**config.mk**
```make
export PLATFORM = sky130hd
export DESIGN_NAME = persistencia_temp
export DESIGN_NICKNAME = d
export VERILOG_FILES = /design/src/rtl/persistencia_temp.sv
export SDC_FILE = /design/constraint.sdc
export NUM_CORES = 1
export LEC_CHECK = 0
export CAP_MARGIN = 20
export CORE_UTILIZATION = 45
export CTS_CLUSTER_DIAMETER = 60
export CTS_CLUSTER_SIZE = 40
export DETAILED_ROUTE_END_ITERATION = 12
export GPL_TIMING_DRIVEN = 0
export HOLD_SLACK_MARGIN = 0.12
export PLACE_DENSITY = 0.75
export SYNTH_ARGS = -nofsm -noshare
export SYNTH_HDL_FRONTEND = slang
export SYNTH_SLANG_ARGS = --single-unit
```
**constraint.sdc**
```tcl
create_clock -name clk -period 1.6 [get_ports clk]
set_input_delay 0.24 -clock clk [delete_from_list [all_inputs] [get_ports clk]]
set_output_delay 0.24 -clock clk [all_outputs]
set_load 0.1 [all_outputs]
```
**src/rtl/persistencia_temp.sv**
```systemverilog
// persistencia_temp: registers validated temperature samples, classifies them
// as BAJO/NORMAL/ALTO, counts consecutive same-band out-of-range samples and
// flags persistence; a watchdog flags a silent sensor.
// Ports:
//   clk, rst        - clock, synchronous active-high reset
//   muestra_valida  - one-cycle strobe qualifying temp_muestra
//   temp_muestra    - signed 11-bit scaled sample
//   temp_registrado - last accepted sample
//   persistencia    - out-of-range held for N_MUESTRAS samples
//   banda           - 00 NORMAL, 01 BAJO, 10 ALTO
//   contador        - consecutive same-band out-of-range count
//   sensor_falla    - no valid sample for TIMEOUT_CICLOS cycles
module persistencia_temp #(
    parameter int TEMP_BAJO      = 180,
    parameter int TEMP_ALTO      = 259,
    parameter int N_MUESTRAS     = 8,
    parameter int CNT_W          = 4,
    parameter int TIMEOUT_CICLOS = 1000
) (
    input  logic               clk,
    input  logic               rst,
    input  logic               muestra_valida,
    input  logic signed [10:0] temp_muestra,
    output logic signed [10:0] temp_registrado,
    output logic               persistencia,
    output logic [1:0]         banda,
    output logic [CNT_W-1:0]   contador,
    output logic               sensor_falla
);

    localparam int WD_W = $clog2(TIMEOUT_CICLOS + 1);

    localparam logic signed [10:0] LIM_BAJO = 11'(TEMP_BAJO);
    localparam logic signed [10:0] LIM_ALTO = 11'(TEMP_ALTO);

    localparam logic [CNT_W:0]   N_EXT  = (CNT_W + 1)'(N_MUESTRAS);
    localparam logic [WD_W-1:0]  WD_MAX = WD_W'(TIMEOUT_CICLOS);

    localparam logic [1:0] B_NORMAL = 2'b00;
    localparam logic [1:0] B_BAJO   = 2'b01;
    localparam logic [1:0] B_ALTO   = 2'b10;

    typedef enum logic [1:0] {
        REPOSO,
        CONTANDO,
        PERSISTE
    } estado_t;

    estado_t          state_q, state_d;
    logic [1:0]       banda_q, banda_d;
    logic [CNT_W-1:0] cnt_q, cnt_d;
    logic [1:0]       clase;
    logic [CNT_W:0]   cnt_inc;
    estado_t          primer_estado;

    logic [WD_W-1:0]  wd_q, wd_d;

    // Classification: both limits are NORMAL, compare is signed.
    always_comb begin
        clase = B_NORMAL;
        if (temp_muestra < LIM_BAJO) begin
            clase = B_BAJO;
        end else if (temp_muestra > LIM_ALTO) begin
            clase = B_ALTO;
        end
    end

    // One bit wider so a count at the top of the range cannot wrap.
    assign cnt_inc = {1'b0, cnt_q} + (CNT_W + 1)'(1);

    // State entered by the first sample of a new out-of-range run.
    assign primer_estado = (N_EXT == (CNT_W + 1)'(1)) ? PERSISTE : CONTANDO;

    always_comb begin
        state_d = state_q;
        banda_d = banda_q;
        cnt_d   = cnt_q;
        if (muestra_valida) begin
            banda_d = clase;
            if (clase == B_NORMAL) begin
                state_d = REPOSO;
                cnt_d   = '0;
            end else if (state_q != REPOSO && clase == banda_q) begin
                if (cnt_inc >= N_EXT) begin
                    state_d = PERSISTE;
                end else begin
                    state_d = CONTANDO;
                end
                // Saturate at N_MUESTRAS once persistence is reached.
                if ({1'b0, cnt_q} < N_EXT) begin
                    cnt_d = cnt_inc[CNT_W-1:0];
                end
            end else begin
                // New run: from REPOSO or after a BAJO<->ALTO flip.
                state_d = primer_estado;
                cnt_d   = CNT_W'(1);
            end
        end
    end

    // Watchdog: cleared by every strobe, saturating otherwise.
    always_comb begin
        wd_d = wd_q;
        if (muestra_valida) begin
            wd_d = '0;
        end else if (wd_q != WD_MAX) begin
            wd_d = wd_q + WD_W'(1);
        end
    end

    always_ff @(posedge clk) begin
        if (rst) begin
            state_q         <= REPOSO;
            banda_q         <= B_NORMAL;
            cnt_q           <= '0;
            temp_registrado <= '0;
            wd_q            <= '0;
            sensor_falla    <= 1'b0;
        end else begin
            state_q <= state_d;
            banda_q <= banda_d;
            cnt_q   <= cnt_d;
            wd_q    <= wd_d;
            if (muestra_valida) begin
                temp_registrado <= temp_muestra;
            end
            // A strobe always wins over a firing watchdog.
            sensor_falla <= !muestra_valida && (wd_d == WD_MAX);
        end
    end

    assign persistencia = (state_q == PERSISTE);
    assign banda        = banda_q;
    assign contador     = cnt_q;

endmodule

```
[Word-level counts from Yosys, hierarchy flattened]
Index checks and enable logic that the tools add are counted.
Widths: inputs -> output; s select.
Operators by class
  $add $sub $neg: 2
  order comparisons: 4
  equal/unequal tests: 5
  multiplexer cells: 10
  reduce and logical (&&, ||, !) cells: 6
Operators by type and width (number)
  $mux 10: 2
  $mux 4: 3
  $gt 11x10->1 const B: 1
  $lt 11x9->1 const B: 1
  $add 10x1->10 const B: 1
  $eq 10x10->1 const B: 1
  $mux 2: 5
  $ne 10x10->1 const B: 1
  $add 4x1->5 const B: 1
  $ge 5x4->1 const B: 1
  $lt 4x4->1 const B: 1
  $ne 3x2->1 const B: 1
  $eq 2x2->1: 1
  $eq 2x2->1 const B: 1
  $logic_and 1x1->1: 2
  $logic_not 2->1: 1
  $reduce_and 2->1: 1
  $reduce_bool 2->1: 1
  $logic_not 1->1: 1
Storage, ports and cells
  register bits: 30
  bits of input ports: 14
  output and inout bits: 19
  logic and storage cells: 33

[Depth between registers and ports, before layout]
Gate-level depths: netlist of run 1.
  depth in word-level cells: 7
  gate-level depth with buffers: 7
  gate-level depth less buffers: 7

[Worst setup path before layout of run 1]
No wires, ideal clock.
  path kind: flip-flop to flip-flop
  start: reg banda_q[0] (netlist: banda[0])
  end: reg cnt_q[0] (netlist: contador[0])
  library setup time: 0.132 ns
  arrival time: 1.874 ns
  data required time: 1.468 ns
  setup slack: -0.406 ns
  cell stages (with the launch flop): 5
  buffers on the path: 0
  clock period less this slack: 2.006 ns
  cells stage by stage: dfxtp_1 o21ai_0 mux2i_2 and3_1 o41ai_2
On the way
  cells in the longest elaborated chain, start to end: 4
  elaborated cells on any way between the ends: 6
  those cells by class: eq/ne (2); mux (2); reduce/logical (2)
Ends and longest elaborated chain
  from (decl): RTL line 50  | logic [1:0] banda_q, banda_d;
  from (signal assigned): RTL line 121  | banda_q <= banda_d;
  $eq 2x2->1 *: RTL line 83  | end else if (state_q != REPOSO && clase == banda_q) begin
  $logic_and 1x1->1 *: RTL line 83
  $ne 3x2->1 (no line) or $mux 4 (tied branches)
  $reduce_and 2->1 (no line) or $mux 4 (tied branches)
  to (signal assigned): RTL line 122  | cnt_q <= cnt_d;
  to (decl): RTL line 51  | logic [CNT_W-1:0] cnt_q, cnt_d;
Mark *: on every way between the ends. The rest lies on a longest branch, timed or not.
A chain may end at the register's enable or synchronous reset.

[Final worst setup path of run 1]
  start: reg wd_q[4]
  end: reg sensor_falla
On the way
  cells in the longest elaborated chain, start to end: 5
  elaborated cells on any way between the ends: 6
  those cells by class: add/sub (1); eq/ne (2); mux (2); reduce/logical (1)
Ends and longest elaborated chain
  from (decl): RTL line 56  | logic [WD_W-1:0] wd_q, wd_d;
  from (signal assigned): RTL line 123  | wd_q <= wd_d;
  $add 10x1->10 or $ne 10x10->1 (tied branches): RTL line 107, 106
  $mux 10 *: RTL line 106  | end else if (wd_q != WD_MAX) begin
  $mux 10 *: RTL line 104  | if (muestra_valida) begin
  $eq 10x10->1 *: RTL line 128  | sensor_falla <= !muestra_valida && (wd_d == WD_MAX);
  $logic_and 1x1->1 *: RTL line 128
  to (signal assigned): RTL line 128
  to (decl): RTL line 28  | output logic sensor_falla
Marked as above.

==> impl_summary.txt, run 1 <==
----------------------------------------------------
[Clocking]
  Max H-tree Level ... 2
  Register clock-pin slew on the reported worst setup and hold paths ... 0.10 ns
  TritonCTS clock tree ... yes
  Clock Tree Buf Depth ... 2
  Clock network latency to the later pin of the worst-skew pair ... 0.34 ns
  Clk sink count ... 30
  Clock root cell ... clkbuf_4
  Number of buffers added by the clock tree synthesis step ... 5

[STA]
  Setup Skew ... 0.00949 ns
  PnR worst setup slack ... -0.0119 ns
  RSZ-0062 raised after global routing ... true
  Total of endpoints with negative setup slack in the final report ... 1
  Post-layout minimum cycle time ... 1.61 ns
  Maximum frequency from static timing analysis ... 620 MHz
  Slew at the pin with the worst max-slew slack ... 0.560 ns
  Number of failing hold endpoints at the final stage ... 0
  Pins Over Slew Limit ... 0
  Final-layout worst hold slack ... between 0.2 and 0.3 ns
  Headroom to the max-slew limit ... a little over three fifths
  Crit share post-route ... 101%

[GRT]
  Met3 track demand over resource in global routing ... under 10%
  Number of antenna violations at the first check in global routing ... 0
  Overflow after GRT ... 0
  Busiest metal layer after global routing ... met2
  Met2 Usage GRT ... 42.9%
  Pin count of the biggest net entering global routing ... 11
  Combined global-route utilization of all metal layers ... 24.1%
  Routing usage on met1 ... 26.7%
  First-pass GRT wire length ... 6.34 mm
  Number of global-route vias before repair ... 1,346

[Worst setup path]
  Critical Path AT ... around 1.9 ns
  Family with the most delay on the worst path ... simple AND/OR/NAND/NOR gates
  Bufs and invs on worst path ... 0
  Cells along the critical path ... and3_1, and3_2, and4bb_2, o21ai_0, a2111oi_2
  Type of the setup path with the least slack ... register to register
  Largest fanout on the critical path ... 6
  Length in cells of the worst reg-to-reg path ... 5
  Largest stage delay on the critical path ... between 0.4 and 0.5 ns
  Worst setup slack for register-to-register paths ... -0.01 ns
  Levels on crit path ... 5
  Crit path max-delay cell type ... dfxtp_4
  Required time reported for the critical path endpoint ... between 1.5 and 2 ns
  Kind of start point of the critical path ... register
  Kind of capture point of the worst setup path ... register

[Floorplan]
  Number of top-level pins ... 33
  Horizontal die dimension ... 60.3 um
  Number of standard-cell rows in the floorplan ... 20
  Area of the placeable core ... 3130 sq um
  Starting Density ... approximately 49%
  Y dimension of the die ... between 60 and 70 um
  Die ar. ... 3640 sq um

[Power and ir drop]
  Power Total ... 0.00181 W
  Leakage power figure ... ~0.9 nW
  Power density cells ... about 810 nW/um^2
  Peak ir drop on the vdd network ... 0.000677 V

[Route]
  Via density per instance ... ~5.5
  Routed wire per std cell ... 15.0 um
  Total number of vias ... 1,463
  1st-pass router iterations ... 4
  Sum of routed wire length over all layers ... 3.98 mm
  DRT iter0 DRCs ... 103
  Remaining design rule violation count ... 0
  ANT nets after route ... 0

[Logic synthesis]
  Post-synthesis adder-cell area fraction ... 3.27%
  Complex-gate fraction of the synthesized area ... 14.0%
  Fraction of synthesized cell area in xor and xnor cells ... 6.30%
  Cell type with the largest total area after synthesis ... dfxtp_1
  Share of the synthesized area in the top cell type ... 39.2%
  Main combinational cell family by area after synthesis ... simple AND/OR/NAND/NOR gates
  Number of flops mapped to enable cells by yosys ... 0
  Number of nets produced by synthesis ... 190
  Syn Area/Cell ... approximately 8.9 sq um
  Primary flip-flop cell chosen by synthesis mapping ... dfxtp_1
  Synth warnings ... 0
  Gate Count Post-Synth ... around 170
  Mux contribution to synthesized area ... 9.48%
  Fraction of the mapped netlist area in simple logic gates ... 24.0%
  Synthesized area ... 1530 sq um
  Number of distinct standard cells referenced by the synthesized netlist ... 47
  Post-synthesis async set-or-reset flop share ... 0%
  Sequential area share after synthesis ... 39.2%
  Largest cells by area after synthesis ... dfxtp_1 (39%), mux2i_1 (7.8%), nor2_1 (6.9%)
  Number of synthesized register bits ... 30

[Finish]
  Number of nets in the finished design ... 238
  Synthesis-to-finish area growth ... 45.5%
  Number of inserted filler cells in the final layout ... 248
  Diodes inserted ... 0
  Share of cells above drive strength 1 ... a little over a third

[Placed design]
  Final HPWL from detailed placement ... 2.56 mm
  Worst Setup Slack post-DPL ... -0.621 ns
  Port Buffer Count ... 32
  Final weighted congestion of routability-driven global placement ... 0.861

[Run status]
  Outcome ... finished with violations
  Violated checks ... setup timing

[Job]
  Number of max-capacitance violations reported ... 0

[Hold path]
  Count of cells along the worst hold path ... 3
  Worst min path class ... input port to register

----------------------------------------------------
[worst register-to-register path: stages (launching register included)]
cell	delay [ns]
dfxtp_4	0.41
and3_1	0.21
and3_2	0.24
and4bb_2	0.23
o21ai_0	0.09
a2111oi_2	0.35
[final cells by class]
cell class	instances	area, sq um	area share (%)
buffer	8	48.8	2.19
clock buffer	5	37.5	1.69
clock inverter	3	40.0	1.80
inverter	6	22.5	1.01
multi-input combinational	129	1020	45.6
sequential	30	619	27.8
tap	44	55.1	2.47
timing repair buffer	40	388	17.4
[registers in the layout, summed over array words and instances, names as in the netlist]
name             count
state_q              2
wd_q                10
contador             4
sensor_falla         1
temp_registrado     11
banda                2
[layer usage]
layer	vias up	wire (um)	share of wire (%)
li1	719	-	-
met1	696	1650	41
met2	38	2030	51
met3	10	217	5.5
met4	0	85	2.1
met5	-	0	0
[synth_stat cells (all sizes together), types with 2 or more instances]
cell type,n
dfxtp,30
nor2,28
mux2i,13
a21oi,9
nand3,7
nand2,6
xor2,6
clkbuf,5
inv,5
nand4,5
xnor2,5
and3,4
ha,4
nor3,4
o21ai,4
a211oi,3
buf,3
a31oi,2
and4,2
nand3b,2
nor3b,2
nor4,2
or2,2
[repair_timing]
item                                    in CTS  in global routing
buffers inserted                             8                  0
endpoints found under the setup margin      34                 13
pin swaps                                   12                  4
hold buffers                                 0                  0
resized for setup                           88                 16
cloned                                       1                  0
[stage by stage]
stage | cells | instance area, sq um | utilization (%) | setup TNS, ns
after global placement | 248 | 1940 | 61.9 | -9.39
after floorplan | 172 | 1560 | - | -0.0430
final | 265 | 2230 | 71.2 | -0.0119
after detailed placement | 248 | 1940 | 61.9 | -9.95
after CTS | 265 | 2200 | 70.2 | 0
after global routing | 265 | 2230 | 71.2 | -0.0769
[power breakdown]
part           total, W  switching, W  internal (W)
clock network  0.000607      0.000283      0.000323
registers      0.000796     0.0000256      0.000771
logic          0.000408      0.000275      0.000132
[cell usage in the layout (no fill, tap or decap), drive strengths merged, types with 2 or more instances in the layout]
master	n
dfxtp	30
nor2	28
clkdlybuf4s15	14
mux2i	14
clkbuf	12
buf	11
a21oi	9
dlygate4sd2	7
nand3	7
nand2	6
xor2	6
nand4	5
clkdlybuf4s50	5
xnor2	5
inv	5
and3	4
o21ai	4
nor3	4
ha	4
clkdlybuf4s18	3
clkinv	3
a211oi	3
or2	2
nor3b	2
a31oi	2
nand3b	2
and4	2
nor4	2
[cell families (layout without fill, tap and decap cells)]
family | count (synthesis) | count (layout)
muxes | 14 | 15
DFF | 30 | 30
adders and majority gates | 4 | 4
buffers and inverters | 14 | 62
xor gates and xnor gates | 11 | 11
and+or+nand+nor | 70 | 70
AOI/OAI and AO/OA | 29 | 29
[final timing paths]
path / start / to
max: wd_q[4] / sensor_falla
min: temp_muestra[6] / temp_registrado[6]
max reg2reg: wd_q[4] / sensor_falla
min reg2reg: temp_registrado[2] / temp_registrado[2]
(Power assumes the default switching activity.)
==> run 2, diff against run 1 <==
--- a/config.mk
+++ b/config.mk
@@ -8,11 +8,12 @@
 export CAP_MARGIN = 20
 export CORE_UTILIZATION = 45
 export CTS_CLUSTER_DIAMETER = 60
-export CTS_CLUSTER_SIZE = 40
+export CTS_CLUSTER_SIZE = 8
 export DETAILED_ROUTE_END_ITERATION = 12
 export GPL_TIMING_DRIVEN = 0
 export HOLD_SLACK_MARGIN = 0.12
 export PLACE_DENSITY = 0.75
+export SLEW_MARGIN = 10
 export SYNTH_ARGS = -nofsm -noshare
 export SYNTH_HDL_FRONTEND = slang
 export SYNTH_SLANG_ARGS = --single-unit
==> results of run 2 <==
The final DEF is identical to that of run 1; final timing and power are the same.
==> run 3, diff against run 2 <==
--- a/config.mk
+++ b/config.mk
@@ -6,13 +6,13 @@
 export NUM_CORES = 1
 export LEC_CHECK = 0
 export CAP_MARGIN = 20
-export CORE_UTILIZATION = 45
+export CORE_UTILIZATION = 50
 export CTS_CLUSTER_DIAMETER = 60
 export CTS_CLUSTER_SIZE = 8
 export DETAILED_ROUTE_END_ITERATION = 12
 export GPL_TIMING_DRIVEN = 0
 export HOLD_SLACK_MARGIN = 0.12
-export PLACE_DENSITY = 0.75
+export PLACE_DENSITY = 0.79
 export SLEW_MARGIN = 10
 export SYNTH_ARGS = -nofsm -noshare
 export SYNTH_HDL_FRONTEND = slang
==> constraint.sdc (replaced) <==
create_clock -name clk -period 1.5 [get_ports clk]
set_input_delay 0.225 -clock clk [delete_from_list [all_inputs] [get_ports clk]]
set_output_delay 0.225 -clock clk [all_outputs]
set_load 0.1 [all_outputs]
==> impl_summary.txt, run 3 (same netlist as run 1, synthesis figures left out) <==
----------------------------------------------------
[Run status]
  Outcome ... finished with violations (unchanged)
  Violated checks ... DRC, setup timing (was setup timing)

[GRT]
  Combined global-route utilization of all metal layers ... 25.5% (was 24.1%)
  Number of global-route vias before repair ... 1,414 (was 1,346)
  Overflow after GRT ... 0 (unchanged)
  Number of antenna violations at the first check in global routing ... 0 (unchanged)
  Pin count of the biggest net entering global routing ... 11 (unchanged)
  First-pass GRT wire length ... 6.42 mm (was 6.34 mm)

[Hold path]
  Worst min path class ... input port to register (unchanged)
  Hold Path Origin ... temp_muestra[2] (was temp_muestra[6])

[Placed design]
  Port Buffer Count ... 32 (unchanged)
  Final HPWL from detailed placement ... 2.60 mm (was 2.56 mm)
  Final weighted congestion of routability-driven global placement ... 0.838 (was 0.861)
  Worst Setup Slack post-DPL ... -0.723 ns (was -0.621 ns)

[Finish]
  Final core area utilization ... 79.5% (was 71.2%)
  Number of inserted filler cells in the final layout ... 185 (was 248)
  Combined flip-flop and latch cell area ... 626 sq um (was 619 sq um)
  Share of cells above drive strength 1 ... 38.7% (was 36.2%)
  Synthesis-to-finish area growth ... 46.9% (was 45.5%)
  Diodes inserted ... 0 (unchanged)
  Footprint of the multi-input gates ... 1070 sq um (was 1020 sq um)
  Number of nets in the finished design ... 239 (was 238)
  Largest register FFs ... 11 (unchanged)
  Leading cell type in the layout, fill and taps excluded ... nor2_1 (unchanged)
  Commonest cells after routing, fill and taps aside ... nor2_1 (28), dfxtp_1 (20), mux2i_1 (11) (was nor2_1 (28), dfxtp_1 (21), clkdlybuf4s15_2 (14))
  Most flops, register ... temp_registrado (unchanged)

[STA]
  Maximum frequency from static timing analysis ... 624 MHz (was 620 MHz)
  Headroom to the max-slew limit ... 63.0% (was 62.9%)
  Number of failing hold endpoints at the final stage ... 0 (unchanged)
  PnR worst setup slack ... -0.103 ns (was -0.0119 ns)
  RSZ-0062 raised after global routing ... true (unchanged)
  Total of endpoints with negative setup slack in the final report ... 1 (unchanged)
  Post-layout minimum cycle time ... 1.60 ns (was 1.61 ns)
  Crit share post-route ... 107% (was 101%)
  Setup Skew ... 0.00959 ns (was 0.00949 ns)
  Slew at the pin with the worst max-slew slack ... 0.558 ns (was 0.560 ns)
  Pins Over Slew Limit ... 0 (unchanged)

[Floorplan]
  Area of the placeable core ... 2830 sq um (was 3130 sq um)
  Starting Density ... 54.1% (was 48.9%)
  Horizontal die dimension ... 57.3 um (was 60.3 um)
  Die ar. ... 3290 sq um (was 3640 sq um)
  Y dimension of the die ... 57.3 um (was 60.3 um)
  Number of top-level pins ... 33 (unchanged)
  Number of standard-cell rows in the floorplan ... 19 (was 20)

[Power and ir drop]
  Leakage power figure ... 0.886 nW (was 0.877 nW)
  Power Total ... 0.00179 W (was 0.00181 W)
  Power density cells ... 798 nW/um^2 (was 813 nW/um^2)
  Peak ir drop on the vdd network ... 0.000595 V (was 0.000677 V)

[Clocking]
  Clk sink count ... 30 (unchanged)
  Clock root cell ... clkbuf_4 (unchanged)
  # hold bufs at CTS ... 0 (unchanged)
  Max H-tree Level ... 2 (unchanged)
  Clock Tree Buf Depth ... 2 (unchanged)
  TritonCTS clock tree ... yes (unchanged)
  Clock network latency to the later pin of the worst-skew pair ... 0.32 ns (was 0.34 ns)
  Number of buffers added by the clock tree synthesis step ... 5 (unchanged)
  Register clock-pin slew on the reported worst setup and hold paths ... 0.10 ns (about the same)

[Route]
  Remaining design rule violation count ... 1 (was 0)
  Total number of vias ... 1,487 (was 1,463)
  Via density per instance ... 5.88 (was 5.52)
  Routed wire per std cell ... 16.3 um (was 15.0 um)
  1st-pass router iterations ... 8 (was 4)
  DRT iter0 DRCs ... 105 (was 103)
  ANT nets after route ... 0 (unchanged)
  Sum of routed wire length over all layers ... 4.11 mm (was 3.98 mm)

[Worst setup path]
  Largest fanout on the critical path ... 9 (was 6)
  Kind of start point of the critical path ... register (unchanged)
  Startpoint of the worst setup timing path ... wd_q[2] (was wd_q[4])
  Type of the setup path with the least slack ... register to register (unchanged)
  Reg-to-reg critical path startpoint ... wd_q[2] (was wd_q[4])
  Required time reported for the critical path endpoint ... 1.74 ns (was 1.85 ns)
  Critical Path AT ... 1.84 ns (was 1.86 ns)
  Kind of capture point of the worst setup path ... register (unchanged)

[Job]
  Number of max-capacitance violations reported ... 0 (unchanged)

----------------------------------------------------
run 3: cell type report:
cell class / instances / share of cell area (%)
multi-input combinational: 129 / 47.4
sequential: 30 / 27.8
timing repair buffer: 41 / 17.0
clock buffer: 7 / 2.45
buffer: 8 / 2.17
tap: 31 / 1.73
inverter: 6 / 1.22
clock inverter: 1 / 0.223
run 3: report_power, final:
part / switching (W) / total, W / internal, W
registers: 0.0000295 / 0.000850 / 0.000820
logic: 0.000297 / 0.000436 / 0.000138
clock network: 0.000281 / 0.000508 / 0.000227
total: 0.000608 / 0.00179 / 0.00119
run 3: final timing paths:
path         slack (ns)                 end  cells after the start
max reg2reg       -0.10        sensor_falla                      6
min reg2reg        0.50  temp_registrado[9]                      2
max               -0.10        sensor_falla                      6
min                0.33  temp_registrado[2]                      3
run 3: metal layers:
metal	wire (um)	global-route usage, %
met5	0	0
met4	75	12.9
met3	189	7.71
met2	2160	42.4
met1	1690	30.0
run 3: timing repair:
action	4_1_cts	5_1_grt
gates cloned	1	0
buffers inserted	5	4
pin swaps	8	11
resized for setup	102	33
setup endpoints to repair	34	26
run 3: through the flow:
step | cell area (sq um) | hold slack, ns | setup TNS (ns) | cells
floorplan | 1570 | 0.372 | -0.118 | 172
global placement | 1920 | 0.475 | -12.46 | 235
detailed placement | 1920 | 0.487 | -13.17 | 235
CTS | 2110 | 0.303 | -0.123 | 249
global route | 2250 | 0.353 | -0.575 | 253
finish | 2250 | 0.328 | -0.103 | 253
run 3: worst max-delay path, stage by stage (launching register included):
cell	delay, ns
dfxtp_1	0.31
buf_2	0.17
nor4bb_4	0.33
nand3_2	0.17
mux2_4	0.25
nand3_2	0.09
a2111oi_4	0.19
